[src/rtl/ungrouper_if.sv]
// Memory-side bus of the ungrouper: start request, token/vocab read ports,
// output write port and run status.
interface ungrouper_if #(
    parameter int ADDR_WIDTH = 4,
    parameter int DATA_WIDTH = 8
);
    logic                  cs;
    logic [DATA_WIDTH-1:0] val_token;
    logic [DATA_WIDTH-1:0] val_vocab;
    logic [ADDR_WIDTH-1:0] at;
    logic [ADDR_WIDTH-1:0] av;
    logic [ADDR_WIDTH-1:0] ao;
    logic [DATA_WIDTH-1:0] wd;
    logic                  w;
    logic                  done;
    logic                  err;

    // Environment side: owns the memories and the start request.
    modport master (
        output cs, val_token, val_vocab,
        input  at, av, ao, wd, w, done, err
    );

    // Expander side.
    modport slave (
        input  cs, val_token, val_vocab,
        output at, av, ao, wd, w, done, err
    );
endinterface

[src/rtl/ungrouper.sv]
// Expands a zero-terminated token stream into the zero-separated vocab groups
// it names, writing the bytes (plus a final extra 0) to the output memory.
module ungrouper #(
    parameter int ADDR_WIDTH = 4,
    parameter int DATA_WIDTH = 8
) (
    input  logic        clk,
    input  logic        rst,
    ungrouper_if.slave  bus
);
    typedef enum logic [2:0] {IDLE, FETCH, SKIP, COPY, TERM, DONE} state_t;

    localparam logic [ADDR_WIDTH-1:0] AMAX = '1;

    state_t                state_q;
    logic [ADDR_WIDTH-1:0] at_q, av_q, ao_q, ao_d;
    logic [DATA_WIDTH-1:0] wd_q, cnt_q, k_q;
    logic                  w_q, done_q, err_q;
    logic                  ovf;

    // Output address advances after each committed write; it never wraps.
    always_comb begin
        ao_d = ao_q;
        if (w_q && (ao_q != AMAX))
            ao_d = ao_q + 1'b1;
    end

    // A write landing on the last output word while the stream still owes
    // more bytes (anything but the final terminator) aborts the run.
    assign ovf = w_q && (ao_q == AMAX) &&
                 (state_q inside {FETCH, SKIP, COPY});

    // Main sequencer: all outputs are registered here.
    always_ff @(posedge clk or posedge rst) begin
        if (rst) begin
            state_q <= IDLE;
            at_q    <= '0;
            av_q    <= '0;
            ao_q    <= '0;
            wd_q    <= '0;
            cnt_q   <= '0;
            k_q     <= '0;
            w_q     <= 1'b0;
            done_q  <= 1'b0;
            err_q   <= 1'b0;
        end else begin
            w_q  <= 1'b0;
            ao_q <= ao_d;
            if (ovf) begin
                err_q   <= 1'b1;
                done_q  <= 1'b1;
                state_q <= DONE;
            end else begin
                case (state_q)
                    IDLE: if (bus.cs) begin
                        at_q    <= '0;
                        ao_q    <= '0;
                        done_q  <= 1'b0;
                        err_q   <= 1'b0;
                        state_q <= FETCH;
                    end
                    FETCH: if (bus.val_token == '0) begin
                        w_q     <= 1'b1;
                        wd_q    <= '0;
                        state_q <= TERM;
                    end else begin
                        k_q     <= bus.val_token;
                        av_q    <= '0;
                        cnt_q   <= DATA_WIDTH'(1);
                        state_q <= SKIP;
                    end
                    // Walk the vocab counting separators until entry k starts.
                    SKIP: if (cnt_q == k_q) begin
                        state_q <= COPY;
                    end else if (av_q == AMAX) begin
                        err_q   <= 1'b1;
                        done_q  <= 1'b1;
                        state_q <= DONE;
                    end else begin
                        if (bus.val_vocab == '0)
                            cnt_q <= cnt_q + 1'b1;
                        av_q <= av_q + 1'b1;
                    end
                    COPY: if (bus.val_vocab != '0) begin
                        if (av_q == AMAX) begin
                            // Entry runs off the end of the vocab without a 0.
                            err_q   <= 1'b1;
                            done_q  <= 1'b1;
                            state_q <= DONE;
                        end else begin
                            w_q  <= 1'b1;
                            wd_q <= bus.val_vocab;
                            av_q <= av_q + 1'b1;
                        end
                    end else begin
                        w_q  <= 1'b1;
                        wd_q <= '0;
                        if (at_q == AMAX) begin
                            // Last token word consumed with no terminator.
                            err_q   <= 1'b1;
                            done_q  <= 1'b1;
                            state_q <= DONE;
                        end else begin
                            at_q    <= at_q + 1'b1;
                            state_q <= FETCH;
                        end
                    end
                    TERM: begin
                        done_q  <= 1'b1;
                        state_q <= DONE;
                    end
                    DONE: if (!bus.cs)
                        state_q <= IDLE;
                    default: state_q <= IDLE;
                endcase
            end
        end
    end

    assign bus.at   = at_q;
    assign bus.av   = av_q;
    assign bus.ao   = ao_q;
    assign bus.wd   = wd_q;
    assign bus.w    = w_q;
    assign bus.done = done_q;
    assign bus.err  = err_q;
endmodule

[src/flat_wrapper.sv]
// flat-port wrapper written by rule: the top's interface ports become plain ports
module ungrouper_flat 
#(
    parameter int ADDR_WIDTH = 4,
    parameter int DATA_WIDTH = 8
)
  (clk, rst, bus_cs, bus_val_token, bus_val_vocab, bus_at, bus_av, bus_ao, bus_wd, bus_w, bus_done, bus_err);
  ungrouper_if #(.ADDR_WIDTH(ADDR_WIDTH), .DATA_WIDTH(DATA_WIDTH)) bus_i ();
  input  logic clk;
  input  logic rst;
  input wire logic [$bits(bus_i.cs)-1:0] bus_cs;
  input wire logic [$bits(bus_i.val_token)-1:0] bus_val_token;
  input wire logic [$bits(bus_i.val_vocab)-1:0] bus_val_vocab;
  output wire logic [$bits(bus_i.at)-1:0] bus_at;
  output wire logic [$bits(bus_i.av)-1:0] bus_av;
  output wire logic [$bits(bus_i.ao)-1:0] bus_ao;
  output wire logic [$bits(bus_i.wd)-1:0] bus_wd;
  output wire logic [$bits(bus_i.w)-1:0] bus_w;
  output wire logic [$bits(bus_i.done)-1:0] bus_done;
  output wire logic [$bits(bus_i.err)-1:0] bus_err;
  assign bus_i.cs = bus_cs;
  assign bus_i.val_token = bus_val_token;
  assign bus_i.val_vocab = bus_val_vocab;
  assign bus_at = bus_i.at;
  assign bus_av = bus_i.av;
  assign bus_ao = bus_i.ao;
  assign bus_wd = bus_i.wd;
  assign bus_w = bus_i.w;
  assign bus_done = bus_i.done;
  assign bus_err = bus_i.err;
  ungrouper #(.ADDR_WIDTH(ADDR_WIDTH), .DATA_WIDTH(DATA_WIDTH)) u_core (.clk(clk), .rst(rst), .bus(bus_i));
endmodule
[config.mk]
export PLATFORM = sky130hd
export DESIGN_NAME = ungrouper_flat
export DESIGN_NICKNAME = d
export VERILOG_FILES = /design/src/rtl/ungrouper_if.sv /design/src/rtl/ungrouper.sv /design/src/flat_wrapper.sv
export SDC_FILE = /design/constraint.sdc
export NUM_CORES = 1
export LEC_CHECK = 0
export BUFFER_PORTS_ARGS = -buffer_cell sky130_fd_sc_hd__buf_4
export CAP_MARGIN = 20
export CORE_ASPECT_RATIO = 0.7
export CORE_MARGIN = 2
export CORE_UTILIZATION = 45
export CTS_CLUSTER_SIZE = 8
export DETAILED_ROUTE_END_ITERATION = 10
export PLACE_DENSITY = 0.67
export RECOVER_POWER = 100
export SLEW_MARGIN = 20
export SYNTH_ARGS = -nofsm -noshare
export SYNTH_HDL_FRONTEND = slang
export SYNTH_SLANG_ARGS = --single-unit
[constraint.sdc]
create_clock -name clk -period 4.5 [get_ports clk]
set_input_delay 0.9 -clock clk [delete_from_list [all_inputs] [get_ports clk]]
set_output_delay 0.9 -clock clk [all_outputs]
set_load 0.005 [all_outputs]
==> out/summary.txt, run 1 <==
I/O Pins: 42
WL/cell: 14.5 um
Initial antenna violation count: 0
WL final: 4.84 mm
Total die area: 5680 um2
Post-Syn Area: 2290 um2
Mapped Nets: 243
Max transition margin: -49.5%
Dpl cells: 325
Leak Pwr: 0.00130 uW
Post-layout min period: 3000 ps
H-tree depth: 2
Detail Route Antenna Nets: 0
Placer congestion estimate: 0.781
TritonCTS clock tree: yes
Clock net sink count: 42
Bufs on Longest Clock Path: 2
Ys flop type: dfrtp_1
Hold Path Class: flop to flop
Iter 0 DRT Violations: 109
FMAX: 0.334 GHz
Post-DP HPWL: 3.55 mm
Die Width: 89.3 um
Clock slew at reported path FFs: 80 ps
Setup CP Type: input port to flop
Synthesized instance count: 220
PortBufs: 41
EDFF count, synth: 0
Final hold violations: 0
Commonest non-fill, non-tap cells in the layout: 42 x dfrtp_1, 23 x clkbuf_4, 19 x nor2_1, 15 x nand2_1
#FFs+latches synth: 42
Global-route wire length before repair: 7.92 mm
Largest net degree at the start of global routing: 43
Via count: 1782
Syn_area_per_cell: 10.4 um2
Pre-Repair DR Iteration Count: 5
Peak VDD IR: 0.000248 V
Worst Tran Pin Value: 2240 ps
Worst Setup Start Kind: input port
Outcome: complete, but fails checks
Starting Density: 47.4%
Power Density: 515 nW/um2
Core area: 4830 um2
PostCTS Resize Cnt: 0
Max-cap viol count: 1
Violated checks: capacitance limit, slew limit
Period utilization: 66.6%
Die height: 63.7 um
ANT cells: 0
Root Buffer: clkbuf_8
Max-slew violation count: 43
Worst Skew: 3.59 ps
Post-CTS Hold Fix Bufs: 0
Yosys warning count: 0
Setup TNS: 0 ps
Final setup fails: 0
Skew-Pair Late Insertion Delay: 300 ps
GRT Util Overall: 18.6%
Site Rows: 21
Crit path capture type: flop
DR vias/cell: 5.35
Register area share after synthesis: 45.9%
Setup bufs post-CTS: 0
Critical Path AT: 3180 ps
Layout cells sized above 1: 22.3%
Total CTS buffers: 5
RSZ-0062 raised after global routing: no
Grt total ovfl: 0
Worst endpoint required time: 4680 ps
Synth unique cells: 52
Worst-path fanout max: 6
Final std cells w/o fill: 333
Asr flop ratio synth: 100%
Area Overhead vs Synth: 17.7%
Nets: 286
Commonest non-fill, non-tap cell in the layout: dfrtp_1
Drt drc: 0
Vias in the first global route: 1603
==> Yosys cell counts (2+ instances only) <==
cell type | number | area, um2
nor4_1 | 3 | 18.8
mux2_1 | 5 | 56.3
mux2i_1 | 8 | 80.1
a21o_1 | 2 | 15.0
inv_1 | 12 | 45.0
and3_1 | 5 | 31.3
or2_2 | 2 | 12.5
nand3_1 | 14 | 70.1
nor4_2 | 2 | 25.0
buf_2 | 4 | 20.0
dfrtp_1 | 42 | 1050
a22o_1 | 2 | 17.5
nor3_1 | 3 | 15.0
nor2b_1 | 4 | 25.0
nand2b_1 | 3 | 18.8
nor4_4 | 2 | 42.5
ha_1 | 4 | 50.1
mux2_2 | 6 | 67.6
nor2_1 | 19 | 71.3
nand4_1 | 4 | 25.0
o21ai_0 | 9 | 45.0
a21oi_1 | 5 | 25.0
nand3b_1 | 3 | 22.5
nand2_1 | 15 | 56.3
or3_1 | 2 | 12.5
xor2_1 | 13 | 114
nor4b_2 | 2 | 30.0
==> where the power goes <==
part | total, uW | switching (uW) | internal, uW
logic | 490 | 261 | 229
registers | 598 | 120 | 479
clock network | 299 | 136 | 163
total | 1390 | 516 | 871
==> sequential cells by signal (all words and copies together), names as in the netlist <==
name and count:
u_core.bus.err 1, u_core.bus.av 4, u_core.bus.w 1, u_core.bus.at 4, u_core.k_q 8, u_core.state_q 3, u_core.cnt_q 8, u_core.bus.done 1
u_core.bus.wd 8, u_core.bus.ao 4
==> per-stage QoR <==
| stage | area (um2) | hold WS [ps] | total power [uW] | worst slack (ps) | util, % |
|---|---|---|---|---|---|
| after global placement | 2660 | 480 | 1110 | 1750 | 54.9 |
| final | 2700 | 481 | 1390 | 1500 | 55.7 |
| after CTS | 2770 | 491 | 1430 | 2040 | 57.2 |
| after global routing | 2700 | 498 | 1500 | 1260 | 55.7 |
| after floorplan | 2290 | 473 | 964 | 1950 | - |
| after detailed placement | 2660 | 470 | 1130 | 1710 | 54.9 |
==> critical path, stage by stage <==
cell	delay, ps
clkbuf_4	110
nor4_1	510
a41oi_1	240
nor4_1	590
and2_0	360
nand4_1	150
mux2_1	320
==> logic make-up after synthesis <==
kind of cell               Yosys count  synth area share (%)
adders and majority gates            4                  2.19
and+or+nand+nor                     92                  24.6
xor gates and xnor gates            13                  4.97
buffers and inverters               19                  3.82
muxes                               19                  8.91
AOI/OAI and AO/OA                   31                  9.62
DFF                                 42                  45.9
==> final timing paths <==
check / cells after the start / startpoint / to / slack, ps
max reg2reg: 7 / u_core.state_q[0] / u_core.cnt_q[7] / 1620
min reg2reg: 1 / u_core.bus.err / u_core.bus.err / 480
min in group asynchronous: 3 / rst / u_core.bus.ao[2] / 1430
min: 1 / u_core.bus.err / u_core.bus.err / 480
max: 7 / bus_val_vocab[5] / u_core.cnt_q[7] / 1500
max in group asynchronous: 3 / rst / u_core.bus.wd[0] / 1800
==> layer usage <==
metal | vias up | track usage [%] | part of all wire [%]
met5 | - | 0 | 0
li1 | 870 | - | -
met2 | 46 | 23.0 | 40
met3 | 8 | 4.72 | 5.7
met1 | 858 | 29.9 | 53
met4 | 0 | 7.28 | 1.9
==> cell type report <==
class	count	area, um2
Fill cell	458	2140
Multi-Input combinational cell	159	1100
Sequential cell	42	1050
Timing Repair Buffer	43	300
Tap cell	69	86.3
Clock buffer	5	68.8
Inverter	12	45.0
Clock inverter	3	40.0
Power figures use the tool's default switching activity.
==> run 2: changes to the inputs <==
==> constraint.sdc (replaced) <==
create_clock -name clk -period 3 [get_ports clk]
set_input_delay 0.6 -clock clk [delete_from_list [all_inputs] [get_ports clk]]
set_output_delay 0.6 -clock clk [all_outputs]
set_load 0.005 [all_outputs]
==> run 2 against run 1 <==
Final area is 2.2% higher. Clock skew is 0.93 ps higher. Worst hold slack better by 3.1 ps. The run now ends clean. Sequential power rose by 46%. Core utilization is 1.2 points higher. Global-route usage grew 0.56 points. Setup slack worse by 1000 ps. Non-clock buffer count increased by 4. Sequential share of layout area fell by 0.85 points. Die area stayed put. Critical path depth down 1. Wire length down 2.4%.
==> out/summary.txt, run 2 (synthesis gave the netlist of run 1 again) <==
Outcome: complete, no violations
Die Width: 89.3 um
Worst endpoint required time: 3180 ps
WL/cell: 14.1 um
Nets: 290
Final hold slack: 484 ps
Starting Density: 47.4%
TritonCTS clock tree: yes
Clock slew at reported path FFs: 80 ps
PostCTS Resize Cnt: 0
Hold path depth: 1
Total CTS buffers: 5
Gr busiest metal: met1
Root Buffer: clkbuf_8
Bufs on Longest Clock Path: 2
Worst r2r path cells: 6
I/O Pins: 42
Area of the multi-input gates: 1130 um2
Initial antenna violation count: 0
FMAX: 0.399 GHz
Fillcell total: 477
Reg-to-reg endpoint: u_core.cnt_q[7]
Commonest non-fill, non-tap cell in the layout: dfrtp_1
Finished Cell Area: 2760 um2
Placed Instance Area: 2690 um2
Post-layout min period: 2510 ps
Total die area: 5680 um2
WL final: 4.73 mm
Worst Skew: 4.52 ps
Switching pwr: 769 uW
Int Pwr: 1350 uW
Post-DP HPWL: 3.54 mm
Layout cells sized above 1: 24.7%
Final setup fails: 0
Setup TNS: 0 ps
Hold_sp: u_core.bus.err
Grt total ovfl: 0
Leak Pwr: 0.00133 uW
GRT Util Overall: 19.1%
Grt met1 use: 31.6%
Period utilization: 83.6%
Clock power share: 21.5%
Pre-Repair DR Iteration Count: 4
Worst-case hold path end point: u_core.bus.err
DR vias/cell: 5.27
Skew-Pair Late Insertion Delay: 290 ps
Hold Path Class: flop to flop
Commonest non-fill, non-tap cells in the layout: 42 x dfrtp_1, 22 x clkbuf_4, 19 x nor2_1, 18 x buf_4, 15 x nand2_1
RSZ-0062 raised after global routing: no
Setup CP Type: flop to flop
Sw frac: 36.3%
Vias in the first global route: 1712
Area occupied by registers: 1050 um2
Final hold violations: 0
Comb pwr share: 37.3%
Site Rows: 21
Worst reg-to-reg setup slack: 490 ps
Part of the power in registers: 41.2%
Core area: 4830 um2
Placer congestion estimate: 0.811
Global-route wire length before repair: 8.42 mm
ANT cells: 0
Worst-path fanout max: 18
Worst Setup Start Kind: flop
Max-slew violation count: 0
Setup crit start: u_core.state_q[1]
Critical Path AT: 2680 ps
Clock net sink count: 42
Area Overhead vs Synth: 20.3%
PortBufs: 41
Largest net degree at the start of global routing: 43
Setup bufs post-CTS: 0
Drt drc: 0
Detail Route Antenna Nets: 0
Post-CTS Hold Fix Bufs: 0
Die height: 63.7 um
Worst Tran Pin Value: 1020 ps
Dpl cells: 329
Max transition margin: 32.1%
R2R Path Start: u_core.state_q[1]
Peak VDD IR: 0.000473 V
Final std cells w/o fill: 336
Crit path capture type: flop
Iter 0 DRT Violations: 89
H-tree depth: 2
Max-cap viol count: 0
M2 GR Usage: 23.5%
Met3 usage: 4.59%
Via count: 1772
Power Density: 768 nW/um2
## run 2: cell types whose count changed in the layout (fill, tap and decap cells not counted), sizes merged
cell | before | now
buf | 14 | 18
clkbuf | 34 | 35
clkinv | 2 | 0
## run 2: worst max-delay path by stage
stage | to | slack [ps]
final | u_core.cnt_q[7] | 490
after floorplan | u_core.cnt_q[7] | 750
after detailed placement | u_core.cnt_q[3] | 520
after CTS | u_core.cnt_q[7] | 640
after global placement | u_core.cnt_q[7] | 550
after global routing | u_core.cnt_q[7] | 300
## run 2: per-layer routing
| metal | wire length [um] | share of wire [%] |
|---|---|---|
| met5 | 0 | 0 |
| met4 | 52 | 1.1 |
| met1 | 2560 | 54 |
| met2 | 1850 | 39 |
| met3 | 266 | 5.6 |
## run 2: layout make-up
cell class | instances | area share (%)
clock buffer | 6 | 3.00
inverter | 12 | 1.63
timing repair buffer | 47 | 11.9
sequential | 42 | 38.1
multi-input combinational | 159 | 41.1
clock inverter | 1 | 1.09
tap | 69 | 3.13
## run 2: stage by stage
step | utilization (%) | worst slack (ps) | power [uW]
floorplan | - | 751 | 1450
global placement | 55.6 | 548 | 1700
detailed placement | 55.6 | 519 | 1710
CTS | 57.9 | 639 | 2180
global route | 57.0 | 298 | 2300
finish | 57.0 | 493 | 2120
## run 2: worst max-delay path: stages, from the launching register on
cell	delay [ps]
dfrtp_1	520
nor2_1	340
nor4b_1	100
clkbuf_1	290
nor3_4	710
nor2b_1	110
mux2_1	310
## run 2: power groups by stage
stage | Sequential (uW) | Clock, uW | Combinational (uW)
global route | 905 | 502 | 896
finish | 873 | 455 | 789
detailed placement | 887 | 0 | 827
global placement | 885 | 0 | 811
CTS | 876 | 468 | 832
floorplan | 841 | 0 | 605
==> run 3: changes to the inputs <==
--- a/config.mk
+++ b/config.mk
@@ -12,7 +12,7 @@
 export CORE_UTILIZATION = 45
 export CTS_CLUSTER_SIZE = 8
 export DETAILED_ROUTE_END_ITERATION = 10
-export PLACE_DENSITY = 0.67
+export PLACE_DENSITY = 0.69
 export RECOVER_POWER = 100
 export SLEW_MARGIN = 20
 export SYNTH_ARGS = -nofsm -noshare
==> constraint.sdc (replaced) <==
create_clock -name clk -period 2.1 [get_ports clk]
set_input_delay 0.42 -clock clk [delete_from_list [all_inputs] [get_ports clk]]
set_output_delay 0.42 -clock clk [all_outputs]
set_load 0.005 [all_outputs]
==> run 3 against run 2 <==
Sequential share of layout area decreased by 2.2 points. Wire length is 3.1% higher. Clock skew rose by 4.1 ps. Combinational power is 72% higher. First-iteration DRC count grew 16%. Final area increased by 6.2%. Setup slack lost 410 ps. Sequential cell count unchanged. Count of clock-buffer cells in the layout rose by 1. Critical endpoint is now u_core.cnt_q[2]. Worst hold slack lost 120 ps. Global-route usage shrank 0.28 points.
==> out/summary.txt, run 3 (synthesis gave the netlist of run 1 again) <==
Outcome: complete, no violations
Grt total ovfl: 0
Nets: 312
Placed Instance Area: 2840 um2
Setup CP Type: input port to flop
Worst Setup Start Kind: input port
Pre-Repair DR Iteration Count: 4
Worst Skew: 8.65 ps
Starting Density: 47.4%
Post-layout min period: 2020 ps
Hold Path Class: input port to flop
Switching pwr: 1140 uW
Core Util, Final: 60.5%
Commonest non-fill, non-tap cell in the layout: dfrtp_1
Clock slew at reported path FFs: 80 ps
GRT Util Overall: 18.8%
Max-slew violation count: 0
Worst endpoint required time: 2320 ps
Clock net sink count: 42
Area Overhead vs Synth: 27.8%
Skew-Pair Late Insertion Delay: 290 ps
Die Width: 89.3 um
WL final: 4.87 mm
Layout cells sized above 1: 32.1%
Iter 0 DRT Violations: 103
PortBufs: 41
ANT cells: 0
Vias in the first global route: 1734
Die height: 63.7 um
I/O Pins: 42
Site Rows: 21
M2 GR Usage: 24.5%
Period utilization: 96.1%
Worst-path fanout max: 13
Final setup fails: 0
Post-DP HPWL: 3.70 mm
Global-route wire length before repair: 8.22 mm
Bufs on Longest Clock Path: 2
Int Pwr: 1960 uW
Leak Pwr: 0.00143 uW
Gr busiest metal: met1
FMAX: 0.496 GHz
Max transition margin: 31.5%
Met3 usage: 5.11%
Total die area: 5680 um2
Part of the power in registers: 38.9%
Clock power share: 17.1%
Via count: 1846
Critical Path AT: 2240 ps
Comb pwr share: 44.0%
Post-CTS Hold Fix Bufs: 0
Sw frac: 36.8%
Root Buffer: clkbuf_8
Grt met1 use: 30.6%
Crit path capture type: flop
Largest net degree at the start of global routing: 43
H-tree depth: 2
Power Density: 1060 nW/um2
DR vias/cell: 5.14
Finished Cell Area: 2930 um2
Drt drc: 0
Final hold violations: 0
Initial antenna violation count: 0
Worst Tran Pin Value: 1030 ps
Max-cap viol count: 0
Core area: 4830 um2
Commonest non-fill, non-tap cells in the layout: 42 x dfrtp_1, 38 x buf_4, 21 x clkbuf_4, 19 x nor2_1, 14 x nand2_1
Placer congestion estimate: 0.826
Total CTS buffers: 5
WL/cell: 13.6 um
Detail Route Antenna Nets: 0
Peak VDD IR: 0.000528 V
TritonCTS clock tree: yes
RSZ-0062 raised after global routing: no
## run 3: power by group through the flow
stage               Sequential (uW)  Clock [uW]  Combinational (uW)
floorplan                      1200           0                 864
global placement               1220           0                1330
detailed placement             1220           0                1360
finish                         1210         531                1360
CTS                            1210         545                1400
global route                   1240         590                1530
## run 3: final timing paths
kind | startpoint | cells after the start | endpoint | slack, ps
max | bus_val_token[3] | 9 | u_core.cnt_q[2] | 80
min | bus_val_token[1] | 2 | u_core.k_q[1] | 360
max reg2reg | u_core.bus.av[1] | 7 | u_core.bus.av[3] | 110
min reg2reg | u_core.bus.err | 1 | u_core.bus.err | 480
max in group asynchronous | rst | 3 | u_core.bus.done | 1010
min in group asynchronous | rst | 3 | u_core.cnt_q[6] | 450
## run 3: repair_timing
| item | in CTS | in global routing |
|---|---|---|
| setup buffers | 2 | 0 |
| gates resized for setup | 0 | 5 |
| pin swaps | 1 | 2 |
| setup endpoints to repair | 10 | 6 |
## run 3: per-layer routing
layer / vias to the layer above / part of all wire (%)
met4: 0 / 0.60
li1: 924 / -
met5: - / 0
met3: 4 / 6.1
met1: 873 / 54
met2: 45 / 40
## run 3: layout make-up
cell class | instances | area [um2]
Inverter | 12 | 45.0
Tap cell | 69 | 86.3
Clock buffer | 7 | 86.3
Timing Repair Buffer | 69 | 500
Fill cell | 423 | 1910
Multi-Input combinational cell | 159 | 1150
Clock inverter | 1 | 5.00
Sequential cell | 42 | 1050
## run 3: per-stage QoR
| stage | worst slack [ps] | power (uW) | TNS [ps] | instances | hold WS, ps |
|---|---|---|---|---|---|
| floorplan | 31.0 | 2070 | 0 | 220 | 473 |
| global placement | -54.1 | 2550 | -355 | 349 | 469 |
| detailed placement | -104 | 2580 | -625 | 349 | 470 |
| CTS | 20.2 | 3150 | 0 | 359 | 282 |
| global route | 2.10 | 3350 | 0 | 359 | 354 |
| finish | 82.9 | 3100 | 0 | 359 | 362 |
## run 3: worst max-delay path, stage by stage
cell,delay [ps]
buf_4,110
or4_4,550
buf_4,150
o211ai_2,220
nor3_1,110
buf_12,160
buf_4,150
or2_2,260
o21ai_1,110
